[src/rtl/circuito_exp4_desafio_pkg.sv]
// Shared definitions for the sequence-memory game: state codes, sequence ROM
// and the active-low seven-segment encoding used by the debug displays.
package circuito_exp4_desafio_pkg;

    typedef enum logic [3:0] {
        INICIAL    = 4'h0,
        PREPARACAO = 4'h1,
        REGISTRA   = 4'h4,
        COMPARACAO = 4'h5,
        PROXIMO    = 4'h6,
        FIM_ACERTO = 4'hA,
        FIM_ERRO   = 4'hE
    } estado_t;

    // Address 0 sits in the least-significant nibble.
    localparam logic [63:0] ROM_DADOS = 64'h4188_4422_1124_8421;

    localparam logic [6:0] SEG_APAGADO = 7'b1111111;

    function automatic logic [3:0] rom_ler(input logic [3:0] endereco);
        return ROM_DADOS[{endereco, 2'b00} +: 4];
    endfunction

    // Bit order {g,f,e,d,c,b,a}, segment lit when 0.
    function automatic logic [6:0] hex_para_7seg(input logic [3:0] valor);
        logic [6:0] seg;
        case (valor)
            4'h0: seg = 7'b1000000;
            4'h1: seg = 7'b1111001;
            4'h2: seg = 7'b0100100;
            4'h3: seg = 7'b0110000;
            4'h4: seg = 7'b0011001;
            4'h5: seg = 7'b0010010;
            4'h6: seg = 7'b0000010;
            4'h7: seg = 7'b1111000;
            4'h8: seg = 7'b0000000;
            4'h9: seg = 7'b0010000;
            4'hA: seg = 7'b0001000;
            4'hB: seg = 7'b0000011;
            4'hC: seg = 7'b1000110;
            4'hD: seg = 7'b0100001;
            4'hE: seg = 7'b0000110;
            default: seg = 7'b0001110;
        endcase
        return seg;
    endfunction

endpackage

[src/rtl/circuito_exp4_desafio_hexa7seg.sv]
// Hex digit to active-low seven-segment decoder for the lab board displays.
module hexa7seg
    import circuito_exp4_desafio_pkg::*;
(
    input  logic [3:0] hexa,
    output logic [6:0] display
);

    assign display = hex_para_7seg(hexa);

endmodule

[src/rtl/circuito_exp4_desafio.sv]
// Sequence-memory game: control unit plus datapath comparing chaves against a ROM.
// Debug displays are enabled by defining CIRCUITO_EXP4_DEBUG_EN; otherwise blanked.
module circuito_exp4_desafio
    import circuito_exp4_desafio_pkg::*;
(
    input  logic       clock,
    input  logic       reset,
    input  logic       iniciar,
    input  logic [3:0] chaves,
    output logic       pronto,
    output logic       acertou,
    output logic       errou,
    output logic       db_igual,
    output logic       db_iniciar,
    output logic [6:0] db_contagem,
    output logic [6:0] db_memoria,
    output logic [6:0] db_chaves,
    output logic [6:0] db_estado
);

    estado_t    estado, proximo_estado;
    logic [3:0] contagem;
    logic [3:0] chaves_reg;
    logic [3:0] memoria;
    logic       igual;
    logic       fim;
    logic       zera_c, conta_c, carrega_c;

    always_ff @(posedge clock) begin
        if (reset) estado <= INICIAL;
        else       estado <= proximo_estado;
    end

    always_ff @(posedge clock) begin
        if (reset || zera_c)  contagem <= '0;
        else if (conta_c)     contagem <= contagem + 4'd1;
    end

    always_ff @(posedge clock) begin
        if (reset || zera_c)  chaves_reg <= '0;
        else if (carrega_c)   chaves_reg <= chaves;
    end

    assign memoria = rom_ler(contagem);
    assign igual   = (chaves_reg == memoria);
    assign fim     = (contagem == 4'hF);

    always_comb begin
        proximo_estado = estado;
        zera_c         = 1'b0;
        conta_c        = 1'b0;
        carrega_c      = 1'b0;
        case (estado)
            INICIAL:    if (iniciar) proximo_estado = PREPARACAO;
            PREPARACAO: begin
                zera_c         = 1'b1;
                proximo_estado = REGISTRA;
            end
            REGISTRA: begin
                carrega_c      = 1'b1;
                proximo_estado = COMPARACAO;
            end
            COMPARACAO: begin
                if (!igual)   proximo_estado = FIM_ERRO;
                else if (fim) proximo_estado = FIM_ACERTO;
                else          proximo_estado = PROXIMO;
            end
            PROXIMO: begin
                conta_c        = 1'b1;
                proximo_estado = REGISTRA;
            end
            FIM_ACERTO, FIM_ERRO: if (iniciar) proximo_estado = PREPARACAO;
            default:    proximo_estado = INICIAL;
        endcase
        // A restart also clears on entry so the displays read 0 while preparing.
        if (proximo_estado == PREPARACAO) zera_c = 1'b1;
    end

    assign pronto  = (estado == FIM_ACERTO) || (estado == FIM_ERRO);
    assign acertou = (estado == FIM_ACERTO);
    assign errou   = (estado == FIM_ERRO);

`ifdef CIRCUITO_EXP4_DEBUG_EN
    assign db_igual   = igual;
    assign db_iniciar = iniciar;

    hexa7seg u_hex_contagem (.hexa(contagem),   .display(db_contagem));
    hexa7seg u_hex_memoria  (.hexa(memoria),    .display(db_memoria));
    hexa7seg u_hex_chaves   (.hexa(chaves_reg), .display(db_chaves));
    hexa7seg u_hex_estado   (.hexa(estado),     .display(db_estado));
`else
    assign db_igual    = 1'b0;
    assign db_iniciar  = 1'b0;
    assign db_contagem = SEG_APAGADO;
    assign db_memoria  = SEG_APAGADO;
    assign db_chaves   = SEG_APAGADO;
    assign db_estado   = SEG_APAGADO;
`endif

endmodule

[config.mk]
export PLATFORM = sky130hd
export DESIGN_NAME = circuito_exp4_desafio
export DESIGN_NICKNAME = d
export VERILOG_FILES = /design/src/rtl/circuito_exp4_desafio_pkg.sv /design/src/rtl/circuito_exp4_desafio_hexa7seg.sv /design/src/rtl/circuito_exp4_desafio.sv
export SDC_FILE = /design/constraint.sdc
export NUM_CORES = 1
export LEC_CHECK = 0
export ABC_CLOCK_PERIOD_IN_PS = 2400
export CAP_MARGIN = 10
export CELL_PAD_IN_SITES_DETAIL_PLACEMENT = 0
export CELL_PAD_IN_SITES_GLOBAL_PLACEMENT = 2
export CORE_ASPECT_RATIO = 1.5
export CORE_MARGIN = 4
export CORE_UTILIZATION = 25
export CTS_CLUSTER_SIZE = 40
export DETAILED_ROUTE_END_ITERATION = 8
export PLACE_DENSITY_LB_ADDON = 0.2
export SETUP_SLACK_MARGIN = 0.3
export SLEW_MARGIN = 40
export SYNTH_ARGS = -nofsm -noshare
export SYNTH_HDL_FRONTEND = slang
export SYNTH_SLANG_ARGS = --single-unit
export TNS_END_PERCENT = 5
[constraint.sdc]
create_clock -name clock -period 2.4 [get_ports clock]
set_input_delay 0.48 -clock clock [delete_from_list [all_inputs] [get_ports clock]]
set_output_delay 0.48 -clock clock [all_outputs]
set_load 0.02 [all_outputs]
# --- Yosys cells after proc, flatten, opt, wreduce, memory -nomap -nowiden ---
# Cells that the tools add are included.
# Widths: inputs -> output; s select.
classes:
  n_addsub: 1
  n_eq_ne: 9
  n_shift: 1
  muxes: 8
  n_reduce_logical: 5
op_table:
  columns: ["op", "count"]
  rows:
  - ["$shiftx 64x7->4 const A", 1]
  - ["$pmux 4 s4", 1]
  - ["$eq 4x3->1 const B", 3]
  - ["$eq 4x4->1 const B", 3]
  - ["$mux 4", 3]
  - ["$eq 4x1->1 const B", 2]
  - ["$add 4x1->4 const B", 1]
  - ["$eq 4x4->1", 1]
  - ["$logic_not 4->1", 1]
  - ["$mux 1", 4]
  - ["$reduce_or 3->1", 1]
  - ["$logic_or 1x1->1", 2]
  - ["$reduce_or 2->1", 1]
totals:
  reg_bits: 12
  word_cells: 27

# --- Longest topological paths before layout ---
logic_depth:
  ltp_word: 7
  depth_mapped: 8
  mapped_depth_nobuf: 7

# --- Worst setup path before layout ---
# Ideal clock, no wire load.
synth_path:
  kind: "flip-flop to flip-flop"
  startpoint: "reg contagem[0]"
  endpoint: "reg estado[2]"
  arrival_time_ns: 1.535
  slack_ns: 0.733
  path_stages_with_launch: 7
  n_path_buf: 0
  cell_sequence: "dfxtp_1 > inv_1 > ha_1 > mux4_2 > xor2_1 > nor3_2 > a311oi_1"
synth_via:
  elab_chain_cells: 4
synth_rtl:
  columns: ["element", "line_no", "rtl"]
  rows:
  - ["from (decl)", "circuito_exp4_desafio.sv:22", "logic [3:0] contagem;"]
  - ["from (signal assigned)", "circuito_exp4_desafio.sv:36", "else if (conta_c) contagem <= contagem + 4'd1;"]
  - ["$shiftx 64x7->4 / $eq 4x4->1 (equally long branches)", "circuito_exp4_desafio_pkg.sv:21, circuito_exp4_desafio.sv:46", null]
  - ["$eq 4x4->1 / $mux 4 (equally long branches)", "circuito_exp4_desafio.sv:45, circuito_exp4_desafio.sv:65", null]
  - ["$mux 4 *", "circuito_exp4_desafio.sv:64", "if (!igual) proximo_estado = FIM_ERRO;"]
  - ["$pmux 4 s4 *", "circuito_exp4_desafio.sv:53", "case (estado)"]
  - ["to (signal assigned)", "circuito_exp4_desafio.sv:31", "else estado <= proximo_estado;"]
  - ["to (decl)", "circuito_exp4_desafio.sv:21", "estado_t estado, proximo_estado;"]
# Every way passes the cells marked *; elsewhere a longest branch is shown, timed or not.
# A chain may end at the register's enable or synchronous reset.

# --- Worst setup path after layout ---
layout_path:
  startpoint: "reg estado[3]"
  endpoint: "out pronto"
layout_via:
  elab_chain_cells: 2
layout_rtl:
  columns: ["element", "line_no", "rtl"]
  rows:
  - ["$eq 4x4->1", "circuito_exp4_desafio.sv:79", "assign pronto = (estado == FIM_ACERTO) || (estado == FIM_ERRO);"]
  - ["$logic_or 1x1->1 *", "circuito_exp4_desafio.sv:79", null]
  - ["to (decl)", "circuito_exp4_desafio.sv:10", "output logic pronto,"]
# Marked as above.

==> out/results.ini <==
[floorplan]
rows = 27
fp.dieW_um = 58.5
start_util = 0.260
die_h_um = 83.8
ios = 40
fp.dieArea_sq_um = 4900
core_sq_um = 3680

[finish]
regArea_sq_um = 240
finalNonFillerCells = 171
post-route-util = 0.280
fin_nets = 141
layout-drive-gt1-share = 0.0703
final_cell_area_sq_um = 1030
antenna_cells = 0
syn_to_final_growth_pct = 7.58
multi_input_area_sq_um = 558
num-fill-cells = 406

[drt]
drt-initial-drc-count = 15
drtPass1Iterations = 2
detail-route-antenna-nets = 0
wl_per_cell_um = 10.9
via_per_inst = 4.11
vias = 703
drc_errors = 0
routed_wl_mm = 1.87

[global_route]
grt_usage = 0.0819
gr-total-overflow = 0
grt_pass1_vias = 689
grt_first_pass_wirelength_mm = 3.17
grt_max_degree = 13
grt_antenna_before_repair = 0

[place]
place_area_sq_um = 976
dpl.hpwl_mm = 1.53
gp_congestion = 0.730
placed_cells = 167
io_buffers = 9

[setup_path]
required_ns = 1.92
r2r_slack_ns = 0.59
cp-start-kind = register
reg2regPathDepth = 6
r2r_start = contagem[1]$_SDFFE_PP0P_
critPathArrivalTime_ns = 1.53
critical_path_class = reg -> out
worst-path-max-fanout = 5
rr_endpoint = estado[2]$_SDFF_PP0_
cp-end-kind = output pin

[hold_path]
min_path_type = reg -> reg
min_path_cells = 2
worstHoldStart = chaves_reg[3]$_SDFFE_PP0P_
worstHoldEndpoint = chaves_reg[3]$_SDFFE_PP0P_

[timing]
clock_skew_ns = 0.00437
slew_viol_final = 0
finalCritPeriodShare = 0.838
rsz0062_at_grt = no
clock.fmax_mhz = 497
hold_viol_final = 0
fin_crit_ns = 2.01
final-setup-viol-count = 0
fin_setup_tns_ns = 0

[clock_network]
cts_root_buffer = clkbuf_8
cts_setup_buffers = 0
path_clk_slew_ns = 0.06
cts_tree = done
cts_buffer_depth = 2
clkLatencyLatePin_ns = 0.24
numCtsBuffers = 3
cts_sinks = 12
hold_buffers = 0
htreeDepth = 1

[logic_synthesis]
synthCells = 118
syn_area_per_cell_sq_um = 8.11
synth_area_leaders = dfxtp_1 25%, buf_4 24%, ha_1 6.5%, nor2_1 4.3%, a21oi_1 4.2%
ys_ff_latch = 12
ys_warn_count = 0
synth-seq-area-share = 0.251
syn_area_sq_um = 957
yosysTopAreaCellShare = 0.251
synth.largest_area_cell = dfxtp_1
synth_cell_types = 28

[pwr]
clkPwrFrac = 0.426
peakVddDrop_uv = 203
seq_power_share = 0.403
swShare = 0.288
internal-power_uw = 373
p_per_area_nw_per_um2 = 508
power.switching_uw = 151
combPwrFrac = 0.171
leakage_nw = 0.433

[job]
cap_violations = 0

[run_status]
status = complete, no violations

power by group through the flow:
stage	logic (mW)	clock network, mW	registers, mW
CTS	0.0888	0.230	0.211
floorplan	0.103	0	0.214
detailed placement	0.0884	0	0.215
global route	0.0977	0.237	0.212
finish	0.0893	0.223	0.211
global placement	0.0892	0	0.216
critical path, cell delays in order (launching register included):
cell	delay (ns)
dfxtp_1	0.42
nand3b_1	0.15
inv_1	0.11
clkdlybuf4s50_1	0.61
metal layers:
layer	global-route usage	up-vias	routed length (um)
met5	0	-	0
met4	0.0380	0	31
met3	0.0155	4	99
met2	0.150	19	1040
met1	0.0857	320	701
li1	-	360	-
final cells by class:
cell class,instances,share of cell area
multi-input cells,96,0.542
flip-flops and latches,12,0.233
inverters,5,0.0182
repair buffers,11,0.101
clock buffers,4,0.0535
well taps,43,0.0522
cell usage in the layout (no fill, tap or decap), types with 2 or more instances in the layout:
master | netlist | final
conb_1 | 2 | 30
dfxtp_1 | 12 | 12
nor2_1 | 11 | 11
o21ai_0 | 8 | 8
a21oi_1 | 8 | 8
clkdlybuf4s50_1 | 0 | 8
nand2_1 | 7 | 7
inv_1 | 5 | 5
ha_1 | 5 | 5
a31oi_1 | 4 | 4
clkbuf_8 | 0 | 4
xor2_1 | 3 | 3
xnor2_1 | 3 | 3
and2_1 | 2 | 2
nor2b_1 | 2 | 2
a311oi_1 | 2 | 2
a211oi_1 | 2 | 2
buf_4 | 30 | 2
through the flow:
stage | total power, mW | hold slack [ns] | setup slack, ns
after CTS | 0.530 | 0.497 | 0.380
after global routing | 0.547 | 0.531 | 0.352
after floorplan | 0.317 | 0.465 | 0.733
after global placement | 0.305 | 0.491 | 0.557
after detailed placement | 0.304 | 0.487 | 0.537
final | 0.523 | 0.496 | 0.389
how the worst max path moves through the flow:
stage | start | endpoint | slack (ns)
after CTS | estado[3]$_SDFF_PP0_ | pronto | 0.38
after detailed placement | estado[3]$_SDFF_PP0_ | errou | 0.54
after global placement | contagem[1]$_SDFFE_PP0P_ | estado[2]$_SDFF_PP0_ | 0.56
after floorplan | contagem[0]$_SDFFE_PP0P_ | estado[2]$_SDFF_PP0_ | 0.73
final | estado[3]$_SDFF_PP0_ | pronto | 0.39
after global routing | estado[3]$_SDFF_PP0_ | pronto | 0.35
cells in the mapped netlist:
| library cell | instances |
|---|---|
| o2111ai_1 | 1 |
| a21oi_1 | 8 |
| dfxtp_1 | 12 |
| nand4_1 | 1 |
| buf_4 | 30 |
| o21ai_0 | 8 |
| mux4_2 | 1 |
| nor4b_4 | 1 |
| xnor2_1 | 3 |
| buf_6 | 1 |
| nor3b_1 | 1 |
| nor2b_1 | 2 |
| o21ai_1 | 1 |
| a31oi_1 | 4 |
| nand2_1 | 7 |
| xor2_1 | 3 |
| nand3b_1 | 1 |
| clkbuf_1 | 1 |
| nor3_2 | 1 |
| conb_1 | 2 |
| and3b_1 | 1 |
| ha_1 | 5 |
| a311oi_1 | 2 |
| and2_1 | 2 |
| inv_1 | 5 |
| buf_2 | 1 |
| nor2_1 | 11 |
| a211oi_1 | 2 |
repair_timing:
item,CTS,global route
setup endpoints to repair,1,0
endpoints found under the hold margin,0,0
resized for setup,1,0
cell families (layout without fill, tap and decap cells):
family,Yosys count,count (layout),share of synthesized area
AO/OA/AOI/OAI,26,26,0.158
XOR/XNOR,6,6,0.0549
flip-flops,12,12,0.251
other,2,30,0.00785
multiplexers,1,1,0.0235
buffers and inverters,38,20,0.276
adder cells (fa/ha/maj),5,5,0.0654
AND/OR/NAND/NOR,28,28,0.163
(Power assumes the default switching activity.)
